### src/rtl/board_7seg_pkg.sv
// Shared constants, FSM state type and BCD adjust helper for the 7-segment decoder.
// Optional feature macro used by the top: LEADING_ZERO_BLANK_EN.
package board_7seg_pkg;

  localparam int unsigned SW_W        = 10;
  localparam int unsigned BCD_DIGITS  = 4;
  localparam int unsigned CONV_CYCLES = 10;
  localparam int unsigned BCD_W       = 4 * BCD_DIGITS;

  typedef enum logic [1:0] {
    LOAD,
    SHIFT,
    UPDATE
  } state_e;

  // Active-low patterns, bit order gfedcba
  localparam logic [6:0] SEG_0     = 7'h40;
  localparam logic [6:0] SEG_1     = 7'h79;
  localparam logic [6:0] SEG_2     = 7'h24;
  localparam logic [6:0] SEG_3     = 7'h30;
  localparam logic [6:0] SEG_4     = 7'h19;
  localparam logic [6:0] SEG_5     = 7'h12;
  localparam logic [6:0] SEG_6     = 7'h02;
  localparam logic [6:0] SEG_7     = 7'h78;
  localparam logic [6:0] SEG_8     = 7'h00;
  localparam logic [6:0] SEG_9     = 7'h10;
  localparam logic [6:0] SEG_BLANK = 7'h7F;

  // Double-dabble pre-shift correction: every nibble >= 5 gets +3
  function automatic logic [BCD_W-1:0] bcd_adjust(input logic [BCD_W-1:0] bcd);
    logic [BCD_W-1:0] res;
    res = bcd;
    for (int unsigned i = 0; i < BCD_DIGITS; i++) begin
      if (bcd[4*i +: 4] >= 4'd5) res[4*i +: 4] = bcd[4*i +: 4] + 4'd3;
    end
    return res;
  endfunction

endpackage

### src/rtl/seg7_encode.sv
// Combinational BCD digit to active-low 7-segment pattern; non-decimal codes blank.
module seg7_encode
  import board_7seg_pkg::*;
(
  input  logic [3:0] digit,
  output logic [6:0] seg
);

  always_comb begin
    seg = SEG_BLANK;
    case (digit)
      4'd0:    seg = SEG_0;
      4'd1:    seg = SEG_1;
      4'd2:    seg = SEG_2;
      4'd3:    seg = SEG_3;
      4'd4:    seg = SEG_4;
      4'd5:    seg = SEG_5;
      4'd6:    seg = SEG_6;
      4'd7:    seg = SEG_7;
      4'd8:    seg = SEG_8;
      4'd9:    seg = SEG_9;
      default: seg = SEG_BLANK;
    endcase
  end

endmodule

### src/rtl/board_7segment_decoder.sv
// Switch value to four active-low 7-segment digits via a free-running 12-cycle double-dabble frame.
// Define LEADING_ZERO_BLANK_EN to blank leading-zero digits (units digit always shown).
module board_7segment_decoder
  import board_7seg_pkg::*;
(
  input  logic            clk_50M,
  input  logic            rst_bar,
  input  logic [SW_W-1:0] sw,
  output logic [6:0]      seg_1000,
  output logic [6:0]      seg_100,
  output logic [6:0]      seg_10,
  output logic [6:0]      seg_1
);

`ifdef LEADING_ZERO_BLANK_EN
  localparam logic [6:0] SEG_RST_LEAD = SEG_BLANK;
`else
  localparam logic [6:0] SEG_RST_LEAD = SEG_0;
`endif

  localparam logic [3:0] CNT_LAST = 4'(CONV_CYCLES - 1);

  state_e           state_q, state_d;
  logic [3:0]       cnt_q, cnt_d;
  logic [SW_W-1:0]  bin_q, bin_d;
  logic [BCD_W-1:0] bcd_q, bcd_d;
  logic [6:0]       seg_1000_q, seg_1000_d;
  logic [6:0]       seg_100_q, seg_100_d;
  logic [6:0]       seg_10_q, seg_10_d;
  logic [6:0]       seg_1_q, seg_1_d;

  logic [6:0] enc_1000, enc_100, enc_10, enc_1;
  logic       blank_1000, blank_100, blank_10;

  seg7_encode u_enc_1000 (.digit(bcd_q[15:12]), .seg(enc_1000));
  seg7_encode u_enc_100  (.digit(bcd_q[11:8]),  .seg(enc_100));
  seg7_encode u_enc_10   (.digit(bcd_q[7:4]),   .seg(enc_10));
  seg7_encode u_enc_1    (.digit(bcd_q[3:0]),   .seg(enc_1));

  always_comb begin
`ifdef LEADING_ZERO_BLANK_EN
    blank_1000 = (bcd_q[15:12] == 4'd0);
    blank_100  = blank_1000 && (bcd_q[11:8] == 4'd0);
    blank_10   = blank_100  && (bcd_q[7:4]  == 4'd0);
`else
    blank_1000 = 1'b0;
    blank_100  = 1'b0;
    blank_10   = 1'b0;
`endif
  end

  always_comb begin
    state_d    = state_q;
    cnt_d      = cnt_q;
    bin_d      = bin_q;
    bcd_d      = bcd_q;
    seg_1000_d = seg_1000_q;
    seg_100_d  = seg_100_q;
    seg_10_d   = seg_10_q;
    seg_1_d    = seg_1_q;
    case (state_q)
      LOAD: begin
        bin_d   = sw;
        bcd_d   = '0;
        cnt_d   = '0;
        state_d = SHIFT;
      end
      SHIFT: begin
        {bcd_d, bin_d} = {bcd_adjust(bcd_q), bin_q} << 1;
        cnt_d = cnt_q + 4'd1;
        if (cnt_q == CNT_LAST) begin
          cnt_d   = '0;
          state_d = UPDATE;
        end
      end
      UPDATE: begin
        seg_1000_d = blank_1000 ? SEG_BLANK : enc_1000;
        seg_100_d  = blank_100  ? SEG_BLANK : enc_100;
        seg_10_d   = blank_10   ? SEG_BLANK : enc_10;
        seg_1_d    = enc_1;
        state_d    = LOAD;
      end
      default: state_d = LOAD;
    endcase
  end

  always_ff @(posedge clk_50M) begin
    if (!rst_bar) begin
      state_q    <= LOAD;
      cnt_q      <= '0;
      bin_q      <= '0;
      bcd_q      <= '0;
      seg_1000_q <= SEG_RST_LEAD;
      seg_100_q  <= SEG_RST_LEAD;
      seg_10_q   <= SEG_RST_LEAD;
      seg_1_q    <= SEG_0;
    end else begin
      state_q    <= state_d;
      cnt_q      <= cnt_d;
      bin_q      <= bin_d;
      bcd_q      <= bcd_d;
      seg_1000_q <= seg_1000_d;
      seg_100_q  <= seg_100_d;
      seg_10_q   <= seg_10_d;
      seg_1_q    <= seg_1_d;
    end
  end

  assign seg_1000 = seg_1000_q;
  assign seg_100  = seg_100_q;
  assign seg_10   = seg_10_q;
  assign seg_1    = seg_1_q;

endmodule

### config.mk
export PLATFORM = sky130hd
export DESIGN_NAME = board_7segment_decoder
export DESIGN_NICKNAME = d
export VERILOG_FILES = /design/src/rtl/board_7seg_pkg.sv /design/src/rtl/seg7_encode.sv /design/src/rtl/board_7segment_decoder.sv
export SDC_FILE = /design/constraint.sdc
export NUM_CORES = 1
export LEC_CHECK = 0
export CAP_MARGIN = 10
export CELL_PAD_IN_SITES_DETAIL_PLACEMENT = 1
export CELL_PAD_IN_SITES_GLOBAL_PLACEMENT = 1
export CORE_MARGIN = 2
export CORE_UTILIZATION = 45
export CTS_CLUSTER_SIZE = 14
export DETAILED_ROUTE_END_ITERATION = 7
export PLACE_DENSITY_LB_ADDON = 0.1
export SYNTH_ARGS = -nofsm -noshare
export SYNTH_HDL_FRONTEND = slang
export SYNTH_SLANG_ARGS = --single-unit
### constraint.sdc
create_clock -name clk_50M -period 3.1 [get_ports clk_50M]
set_clock_uncertainty 0.05 [all_clocks]
set_input_delay 0.31 -clock clk_50M [delete_from_list [all_inputs] [get_ports clk_50M]]
set_output_delay 0.31 -clock clk_50M [all_outputs]
set_load 0.005 [all_outputs]
==> results.cfg <==
[grt]
grt_pass1_wl_um = 12810
grt-ovfl-total = 0
grt_max_degree = 30
grt_pass1_vias = 2700
antenna_found_initial = 0
track_usage_pct = 21.29

[power_and_ir_drop]
switching_power_mw = 0.3471
ir_drop_mv = 0.2108
p_seq_share_pct = 51.2
p_total_mw = 1.547
swShare_pct = 22.44
clockPowerShare_pct = 43.9
powerDensity_nw_per_um2 = 416.5
internal-power_mw = 1.200
power_leakage_nw = 1.416
p_comb_share_pct = 4.9

[synthesis]
syn_nets = 412
syn_area_um2 = 3143
synth-simple-area-share_pct = 17.16
yosysSeqAreaShare_pct = 38.22
synth_mux_area_share_pct = 3.822
synth_cells = 378
synth_fa_ha_area_share_pct = 8.758
synth_xor_area_share_pct = 1.115
yosysUniqueCellTypes = 38
synth_top_family_by_area = compound AO/OA/AOI/OAI gates
syn_area_per_cell_um2 = 8.315
yosys_warnings = 0
ys_seq_elements = 60
synth_compound_area_share_pct = 24.32

[place]
io_buffer_count = 39
postPlaceCellArea_um2 = 3536
place_inst = 493
gp_congestion = 0.8609
dp_hpwl_um = 5133

[setup_path]
crit_path_end = bcd_q[10]
critPathMaxFanout = 29
required_ps = 3290
slowest_stage = dfxtp_1
ff2ff_setup_slack_ps = 1280
startpoint_type = flop
cpPeakStageDelay_ps = 580
rr_worst_depth = 5
r2r-start = state_q[1]
arrival_ps = 2010
path_class = reg2reg
setup.worst_path.start = state_q[1]
end_kind = flop
r2r_end = bcd_q[10]
path_cells = buf_4 > nor2b_1 > nand2_1 > a21oi_1 > a22o_1

[floorplan]
ioPinCount = 40
die_y_um = 87.58
die_w_um = 87.58
core_area_um2 = 6794
die-area_um2 = 7669
initial_core_util_pct = 46.26
num_rows = 30

[clock_tree]
ctsHoldBuffers = 0
clk_latency_ps = 340
post_cts_buffers = 0
root_buffer = clkbuf_8
cts.sinks = 60
cts_tree = built
clock_path_buffers = 2
cts-resized-gates = 0
h-tree-depth = 3
cts_buffers = 9
clk_pin_slew_ps = 60

[run]
timing.max_cap.violations = 0

[finish]
utilization_pct = 54.66
fin_area_um2 = 3714
antennaDiodeCount = 0
final_cells = 506
final_common_cell = dfxtp_1
area_growth_pct = 18.15
drive_gt1_share_pct = 6.098
final_nets = 442
most-common-layout-cells = 60 x dfxtp_1, 56 x o21ai_0, 40 x a21oi_1

[sta]
slew_headroom_pct = 62.05
rsz0062_at_grt = false
fmax_mhz = 549.1
setup_tns_ps = 0
hold_viol = 0
period_share_pct = 58.75
period_minus_slack_ps = 1821
worst_pin_slew_ps = 567.5
setup_viol = 0
slew_violations = 0

[drt]
dr.first_iter.drc_count = 80
dr.pass1.iters = 4
finalWirelength_um = 7480
via_per_inst = 5.340
vias = 2702
wire_per_inst_um = 14.78
antenna_left = 0
drc = 0

[worst_hold_path]
hp-class = reg2reg

[run_status]
outcome = completed
## registers in the layout (all words and copies together) (netlist names)
register  cells
seg_1         7
cnt_q         4
seg_100       7
state_q       2
seg_10        7
seg_1000      7
bin_q        10
bcd_q        16
## per-stage QoR
stage / hold slack, ps / setup slack, ps
2_1_floorplan: 411.0 / 1610
3_3_place_gp: 400.4 / 1107
3_5_place_dp: 408.9 / 1025
4_1_cts: 425.5 / 1249
5_1_grt: 462.1 / 1063
6_report: 417.3 / 1279
## power by group through the flow
stage / combinational, mW / sequential (mW) / clock [mW]
after floorplan: 0.0549 / 0.805 / 0
after global placement: 0.0743 / 0.809 / 0
after detailed placement: 0.0767 / 0.809 / 0
after CTS: 0.0773 / 0.792 / 0.688
after global routing: 0.0863 / 0.793 / 0.725
final: 0.0762 / 0.792 / 0.679
## worst max-delay path, delay by kind of cell, from the launching register on
| kind | cells | cell delay, ps |
|---|---|---|
| buf+inv | 1 | 360 |
| flops | 1 | 580 |
| compound gates | 2 | 300 |
| simple gates | 2 | 430 |
## per-layer routing
layer,routed length (µm),track usage [%],up-vias
met5,0,0,-
met4,104,7.552,0
met3,163,4.618,10
met2,3425,33.40,36
met1,3786,28.95,1291
li1,-,-,1365
## cell families (layout without fill, tap and decap cells)
family	after synthesis	after routing
AOI/OAI and AO/OA	130	130
adders and majority gates	22	22
and+or+nand+nor	111	111
xor gates and xnor gates	4	4
DFF	60	60
buffers and inverters	39	71
muxes	12	12
## synth_stat cells, drive strengths merged
cell | n | share of area (%)
dfxtp | 60 | 38
o21ai | 56 | 8.9
a21oi | 40 | 6.4
nand2 | 39 | 4.7
nor2 | 31 | 3.7
ha | 22 | 8.8
buf | 16 | 3.5
and2 | 15 | 3.0
inv | 14 | 1.7
mux2i | 12 | 3.8
clkbuf | 9 | 1.4
nand2b | 8 | 1.8
nor2b | 8 | 1.8
o221a | 5 | 1.8
a211oi | 4 | 0.96
a22oi | 4 | 0.96
a31oi | 4 | 0.80
nor3b | 4 | 0.96
o21bai | 4 | 0.96
xnor2 | 4 | 1.1
a211o | 3 | 0.84
a22o | 3 | 0.84
nand3 | 3 | 0.48
nand3b | 2 | 0.48
o211a | 2 | 0.64
o21a | 2 | 0.48
a21boi | 1 | 0.24
a31o | 1 | 0.28
nor3 | 1 | 0.16
o311ai | 1 | 0.28
## area by class of cell
cell class	instances	area [µm²]
fill	829	3080
multi-input combinational	279	1734
sequential	60	1201
timing repair buffer	44	427.9
clock buffer	10	137.6
tap	96	120.1
inverter	14	52.55
clock inverter	3	40.04
## how the worst min path moves through the flow
stage / slack (ps) / to / startpoint / depth (start not counted)
2_1_floorplan: 410 / seg_100[6] / seg_100[6] / 2
3_3_place_gp: 400 / seg_100[6] / seg_100[6] / 2
3_5_place_dp: 410 / seg_10[6] / seg_10[6] / 2
4_1_cts: 430 / seg_10[6] / seg_10[6] / 2
5_1_grt: 460 / seg_100[6] / seg_100[6] / 2
6_report: 420 / seg_10[6] / seg_10[6] / 2
No activity file was read; power rests on OpenSTA's default activity.
